--- src/rtl/led_matrix_scanner_pkg.sv ---
// Shared types for the LED matrix scanner: frame layout, scan states, row decode.
package led_pkg;
  localparam int ROWS = 16;

  typedef logic [ROWS-1:0][15:0] pixel_frame_t;

  typedef enum logic [1:0] {IDLE, LOAD, BLANK, DRIVE} scan_state_t;

  function automatic logic [ROWS-1:0] row_onehot(input logic [3:0] r);
    logic [ROWS-1:0] one;
    one = {{(ROWS-1){1'b0}}, 1'b1};
    return one << r;
  endfunction
endpackage

--- src/rtl/led_matrix_scanner_if.sv ---
// Pixel-frame input and LED board drive bundle between renderer and scanner.
interface led_matrix_scanner_if;
  import led_pkg::*;

  logic         Enable;
  pixel_frame_t RedPixels;
  pixel_frame_t GrnPixels;
  logic [15:0]  RowSel;
  logic [15:0]  RedCol;
  logic [15:0]  GrnCol;
  logic         FrameStart;

  modport master (output Enable, RedPixels, GrnPixels,
                  input  RowSel, RedCol, GrnCol, FrameStart);
  modport slave  (input  Enable, RedPixels, GrnPixels,
                  output RowSel, RedCol, GrnCol, FrameStart);
endinterface

--- src/rtl/led_matrix_scanner_scan_timer.sv ---
// Loadable down-counter; done is high while the count sits at zero.
module scan_timer #(
  parameter int W = 4
) (
  input  logic         clk,
  input  logic         rst_n,
  input  logic         load,
  input  logic [W-1:0] load_value,
  output logic         done
);
  logic [W-1:0] cnt_q;

  always_ff @(posedge clk or negedge rst_n) begin
    if (!rst_n)              cnt_q <= '0;
    else if (load)           cnt_q <= load_value;
    else if (cnt_q != '0)    cnt_q <= cnt_q - 1'b1;
  end

  assign done = (cnt_q == '0);
endmodule

--- src/rtl/led_matrix_scanner.sv ---
// Row-scanning driver for a 16x16 bicolour LED board with per-frame snapshot
// and optional blanking gap before each row.
module led_matrix_scanner #(
  parameter int DWELL = 1250,
  parameter int BLANK = 8
) (
  input  logic                 CLK,
  input  logic                 RST,
  led_matrix_scanner_if.slave  bus
);
  import led_pkg::pixel_frame_t;
  import led_pkg::scan_state_t;
  import led_pkg::row_onehot;

  localparam int MAXV = (DWELL > BLANK) ? DWELL : BLANK;
  localparam int TW   = $clog2(MAXV + 1);
  // Timer counts down to zero inclusive, so load one less than the length.
  localparam logic [TW-1:0] DW_LD = TW'(DWELL - 1);
  localparam logic [TW-1:0] BL_LD = TW'((BLANK > 0) ? BLANK - 1 : 0);

  scan_state_t  state_q, state_d;
  logic [3:0]   row_q, row_d, nxt_row;
  logic [15:0]  rsel_q, rsel_d, red_q, red_d, grn_q, grn_d;
  logic         fs_q, fs_d, cap;
  pixel_frame_t red_sh_q, grn_sh_q;
  logic         tmr_ld, tmr_done;
  logic [TW-1:0] tmr_val;

  scan_timer #(.W(TW)) u_tmr (
    .clk       (CLK),
    .rst_n     (RST),
    .load      (tmr_ld),
    .load_value(tmr_val),
    .done      (tmr_done)
  );

  always_comb begin
    state_d = state_q;
    row_d   = row_q;
    nxt_row = row_q + 4'd1;
    rsel_d  = '0;
    red_d   = '0;
    grn_d   = '0;
    fs_d    = 1'b0;
    cap     = 1'b0;
    tmr_ld  = 1'b0;
    tmr_val = '0;
    if (!bus.Enable) begin
      state_d = led_pkg::IDLE;
      tmr_ld  = (state_q != led_pkg::IDLE);
    end else begin
      case (state_q)
        led_pkg::IDLE: begin
          state_d = led_pkg::LOAD;
          fs_d    = 1'b1;
          tmr_ld  = 1'b1;
        end
        led_pkg::LOAD: begin
          cap    = 1'b1;
          row_d  = '0;
          tmr_ld = 1'b1;
          // With no blanking, row 0 comes straight from the frame being captured.
          if (BLANK == 0) begin
            state_d = led_pkg::DRIVE;
            tmr_val = DW_LD;
            rsel_d  = row_onehot(4'd0);
            red_d   = bus.RedPixels[0];
            grn_d   = bus.GrnPixels[0];
          end else begin
            state_d = led_pkg::BLANK;
            tmr_val = BL_LD;
          end
        end
        led_pkg::BLANK: begin
          if (tmr_done) begin
            state_d = led_pkg::DRIVE;
            tmr_ld  = 1'b1;
            tmr_val = DW_LD;
            rsel_d  = row_onehot(row_q);
            red_d   = red_sh_q[row_q];
            grn_d   = grn_sh_q[row_q];
          end
        end
        led_pkg::DRIVE: begin
          if (!tmr_done) begin
            rsel_d = rsel_q;
            red_d  = red_q;
            grn_d  = grn_q;
          end else if (row_q == 4'd15) begin
            state_d = led_pkg::LOAD;
            row_d   = '0;
            fs_d    = 1'b1;
            tmr_ld  = 1'b1;
          end else begin
            row_d  = nxt_row;
            tmr_ld = 1'b1;
            if (BLANK == 0) begin
              state_d = led_pkg::DRIVE;
              tmr_val = DW_LD;
              rsel_d  = row_onehot(nxt_row);
              red_d   = red_sh_q[nxt_row];
              grn_d   = grn_sh_q[nxt_row];
            end else begin
              state_d = led_pkg::BLANK;
              tmr_val = BL_LD;
            end
          end
        end
        default: state_d = led_pkg::IDLE;
      endcase
    end
  end

  always_ff @(posedge CLK or negedge RST) begin
    if (!RST) begin
      state_q  <= led_pkg::IDLE;
      row_q    <= '0;
      rsel_q   <= '0;
      red_q    <= '0;
      grn_q    <= '0;
      fs_q     <= 1'b0;
      red_sh_q <= '0;
      grn_sh_q <= '0;
    end else begin
      state_q <= state_d;
      row_q   <= row_d;
      rsel_q  <= rsel_d;
      red_q   <= red_d;
      grn_q   <= grn_d;
      fs_q    <= fs_d;
      if (cap) begin
        red_sh_q <= bus.RedPixels;
        grn_sh_q <= bus.GrnPixels;
      end
    end
  end

  assign bus.RowSel     = rsel_q;
  assign bus.RedCol     = red_q;
  assign bus.GrnCol     = grn_q;
  assign bus.FrameStart = fs_q;
endmodule

--- src/flat_wrapper.sv ---
// flat-port wrapper written by rule: the top's interface ports become plain ports
module led_matrix_scanner_flat import led_pkg::pixel_frame_t; import led_pkg::scan_state_t; import led_pkg::row_onehot;
#(
  parameter int DWELL = 1250,
  parameter int BLANK = 8
)
  (CLK, RST, bus_Enable, bus_RedPixels, bus_GrnPixels, bus_RowSel, bus_RedCol, bus_GrnCol, bus_FrameStart);
  led_matrix_scanner_if bus_i ();
  input  logic CLK;
  input  logic RST;
  input wire logic [$bits(bus_i.Enable)-1:0] bus_Enable;
  input wire logic [$bits(bus_i.RedPixels)-1:0] bus_RedPixels;
  input wire logic [$bits(bus_i.GrnPixels)-1:0] bus_GrnPixels;
  output wire logic [$bits(bus_i.RowSel)-1:0] bus_RowSel;
  output wire logic [$bits(bus_i.RedCol)-1:0] bus_RedCol;
  output wire logic [$bits(bus_i.GrnCol)-1:0] bus_GrnCol;
  output wire logic [$bits(bus_i.FrameStart)-1:0] bus_FrameStart;
  assign bus_i.Enable = bus_Enable;
  assign bus_i.RedPixels = bus_RedPixels;
  assign bus_i.GrnPixels = bus_GrnPixels;
  assign bus_RowSel = bus_i.RowSel;
  assign bus_RedCol = bus_i.RedCol;
  assign bus_GrnCol = bus_i.GrnCol;
  assign bus_FrameStart = bus_i.FrameStart;
  led_matrix_scanner #(.DWELL(DWELL), .BLANK(BLANK)) u_core (.CLK(CLK), .RST(RST), .bus(bus_i));
endmodule
--- config.mk ---
export PLATFORM = sky130hd
export DESIGN_NAME = led_matrix_scanner_flat
export DESIGN_NICKNAME = d
export VERILOG_FILES = /design/src/rtl/led_matrix_scanner_pkg.sv /design/src/rtl/led_matrix_scanner_if.sv /design/src/rtl/led_matrix_scanner_scan_timer.sv /design/src/rtl/led_matrix_scanner.sv /design/src/flat_wrapper.sv
export SDC_FILE = /design/constraint.sdc
export NUM_CORES = 1
export LEC_CHECK = 0
export CAP_MARGIN = 10
export CORE_UTILIZATION = 55
export CTS_CLUSTER_DIAMETER = 60
export DETAILED_ROUTE_END_ITERATION = 7
export PLACE_DENSITY = 0.86
export SYNTH_ARGS = -nofsm -noshare
export SYNTH_HDL_FRONTEND = slang
export SYNTH_SLANG_ARGS = --single-unit
export TNS_END_PERCENT = 5
--- constraint.sdc ---
create_clock -name CLK -period 3.6 [get_ports CLK]
set_clock_uncertainty 0.2 [all_clocks]
set_input_delay 1.08 -clock CLK [delete_from_list [all_inputs] [get_ports CLK]]
set_output_delay 1.08 -clock CLK [all_outputs]
set_load 0.005 [all_outputs]
==> metrics.md <==
| Metric | Value |
|---|---|
| Vias/cell | `between 5 and 6` |
| DR WL/cell | `approximately 26 um` |
| Worst vdd ir | `0.536 mV` |
| CTS tree | `done` |
| GPL Wtd Cong | `0.892` |
| Worst Hold Class | `in2async` |
| R2R Path Start | `u_core.u_tmr.cnt_q[0]` |
| Area grow syn2layout | `33.6%` |
| Worst slew pin tran | `around 0.75 ns` |
| Switching power | `0.00803 W` |
| Initial antenna violation count | `26` |
| Setup Crit Path Kind | `reg2out` |
| Commonest non-fill, non-tap cell in the layout | `dfrtp_1` |
| Post-synthesis register bit count | `578` |
| Synth Area in Compound Gates | `0.0335` |
| Initial core utilization | `0.563` |
| Status | `complete, no violations` |
| Switching Share | `0.296` |
| RSZ-0062 raised after global routing | `false` |
| Crit end category | `output pin` |
| Post-Syn Nets | `2120` |
| Mux share of post-synthesis cell area | `0.361` |
| XOR/XNOR Fraction of Synth Area | `0.00136` |
| Setup Slack @ Placement | `0.360 ns` |
| Global route overflow | `0` |
| # resized after CTS | `0` |
| ANT nets after route | `0` |
| DR iter-0 viols | `1185` |
| Reg2reg end | `u_core.bus.GrnCol[0]` |
| Chip width | `approximately 220 um` |
| Residual DRC | `0` |
| Routed wire length | `73100 um` |
| Core area | `45800 um2` |
| Sequential share of power | `0.417` |
| Setup Fix Bufs, Post-CTS | `0` |
| Critical Path Max Stage Delay | `0.66 ns` |
| Die footprint | `47700 um2` |
| Final setup vio count | `0` |
| Chip Height | `between 200 and 250 um` |
| Levels on crit path | `1` |
| Commonest non-fill, non-tap cells in the layout | `dfrtp_1, clkdlybuf4s50_1, mux2_2` |
| Asr flop ratio synth | `1.00` |
| Max Fanout on Critical Path | `2` |
| Share of the synthesized area in the top cell type | `0.561` |
| H-tree levels | `2` |
| Worst slew margin | `0.498` |
| Leakage | `about 14 nW` |
| Adder and majority gate portion of the synthesized area | `0.00583` |
| Gr usage total | `0.311` |
| Internal power | `0.0191 W` |
| R2R setup slack | `0.87 ns` |
| Critical path's slowest cell | `clkdlybuf4s50_1` |
| Largest net degree at the start of global routing | `91` |
| Pwr dens | `between 700 and 800 nW/um2` |
| Via count | `between 15k and 20k` |
| Post-synthesis cell count | `between 1.5k and 2k` |
| Area contributors post-synth | `dfrtp_1, mux2_2, mux4_2` |
| Clock root buffer | `clkbuf_16` |
| Max-slew violations | `0` |
| Critical path required time | `2.32 ns` |
| Fin Setup TNS | `0 ns` |
| YS warnings | `0` |
| # Max-Cap Violations | `0` |
| CTS max path bufs | `3` |
| First-pass GRT wire length | `110000 um` |
| Util after Layout | `0.752` |
| Worst-Skew Late Latency | `0.62 ns` |
| Post-synth EDFFs | `0` |
| Register area share after synthesis | `0.561` |
| Site Rows | `just under 80` |
| Final hold vios | `0` |
| Final worst setup slack | `approximately 0.66 ns` |
| Post-synth cell types | `56` |
| Most used DFF post-synth | `dfrtp_1` |
| Simple-gate share of the synthesized area | `0.0133` |
| Clock share of power | `0.230` |
| Setup crit end | `bus_GrnCol[8]` |
| DP HPWL | `52800 um` |
| Post-Syn Area per Cell | `16.2 um2` |
| CP startpoint | `u_core.bus.GrnCol[8]` |
| CTS Hold Bufs | `0` |
| Fill count | `2829` |
| Final period util | `0.815` |
| Clk pin slew, worst setup/hold paths | `0.06 ns` |
| Crit-path leading delay family | `buffers and inverters` |
| DRT Pass-1 Iters | `5` |
| Total CTS buffers | `60` |
| Startpoint Class | `flop` |
| Yosys top cell by area | `dfrtp_1` |
| Buffers on Ports | `563` |
| CP cell instances | `clkdlybuf4s50_1` |
| # clock sinks | `around 580` |
| CP Buf/Inv Count | `1` |
| Fmax | `341 MHz` |
| Share of cells above drive strength 1 | `0.367` |
| CP arrival | `about 1.7 ns` |
| Reg2Reg Depth | `8` |
| Largest family of logic cells by synthesized area | `multiplexers` |
| Layout Nets | `2691` |
| Syn Std Cell Area | `25800 um2` |
| I/O pin count | `around 560` |
| Vias in the first global route | `18.3k` |
| Min Tclk post-route | `2.94 ns` |
| Comb pwr share | `0.353` |
-- cell usage after synthesis (2+ instances only) --
master,instances
inv_1,9
nor2b_1,2
xnor2_1,3
a21oi_1,10
dfrtp_1,578
ha_1,12
a22o_1,8
nand3_1,3
o21ai_0,28
nand3_2,2
a211oi_1,2
o22ai_1,2
buf_2,70
or3_1,3
mux2i_1,66
a2bb2oi_1,32
o21ai_1,14
mux4_2,128
buf_4,4
nor2_1,8
nand2b_1,2
buf_1,9
and3_1,4
a31oi_1,5
nand4_1,5
a32o_1,7
nor4_1,3
clkbuf_1,21
a221oi_1,2
buf_6,6
nand2_1,7
mux2_2,512
a22oi_1,2
or2_1,2
-- state kept, by name (all words and copies together), names as in the netlist --
signal,flops
u_core.grn_sh_q,256
u_core.bus.FrameStart,1
u_core.bus.RedCol,16
u_core.bus.RowSel,16
u_core.bus.GrnCol,16
u_core.row_q,4
u_core.red_sh_q,256
u_core.u_tmr.cnt_q,11
u_core.state_q,2
-- cell type report --
class                      count  area (um2)  area share
multi-input combinational    895       10700       0.312
clock buffer                  83        1710      0.0497
sequential                   578       14500       0.421
tap                          600         751      0.0218
antenna                       25        62.6     0.00182
clock inverter                29         277     0.00804
inverter                      10        40.0     0.00116
timing repair buffer         619        6370       0.185
-- cells by family after synthesis --
kind of cell	count (synthesis)
AO/OA/AOI/OAI	121
flip-flops	578
AND/OR/NAND/NOR	52
adder cells (fa/ha/maj)	12
XOR/XNOR	4
buffers and inverters	120
multiplexers	706
-- metrics by stage --
step | hold slack [ns] | cells | instance area [um2] | total power, W
after floorplan | 0.274 | 1593 | 25800 | 0.0178
after global placement | 0.280 | 2702 | 32400 | 0.0202
after detailed placement | 0.284 | 2702 | 32400 | 0.0208
after CTS | 0.215 | 2814 | 34300 | 0.0272
after global routing | 0.232 | 2832 | 34400 | 0.0284
final | 0.217 | 2839 | 34400 | 0.0271
-- power groups by stage --
stage | logic [W] | clock network (W) | registers, W
finish | 0.00958 | 0.00624 | 0.0113
floorplan | 0.00717 | 0 | 0.0106
detailed placement | 0.00951 | 0 | 0.0113
global route | 0.0102 | 0.00660 | 0.0116
CTS | 0.00964 | 0.00632 | 0.0113
global placement | 0.00915 | 0 | 0.0110
-- metal layers --
metal  part of all wire  vias up  wire length (um)  global-route usage
met2               0.51      701             37100               0.520
li1                   -     7189                 -                   -
met4              0.041       12              3030               0.146
met5             0.0011        -                77                   0
met1               0.38     8661             27800               0.385
met3              0.070      163              5100              0.0688
-- worst min path at each step --
stage	to	slack, ns
2_1_floorplan	u_core.grn_sh_q[100]	0.27
3_5_place_dp	u_core.bus.RowSel[13]	0.28
3_3_place_gp	u_core.bus.RedCol[13]	0.28
5_1_grt	u_core.red_sh_q[22]	0.23
6_report	u_core.red_sh_q[22]	0.22
4_1_cts	u_core.red_sh_q[22]	0.22
Note: power is estimated with default switching activity, not from simulation.
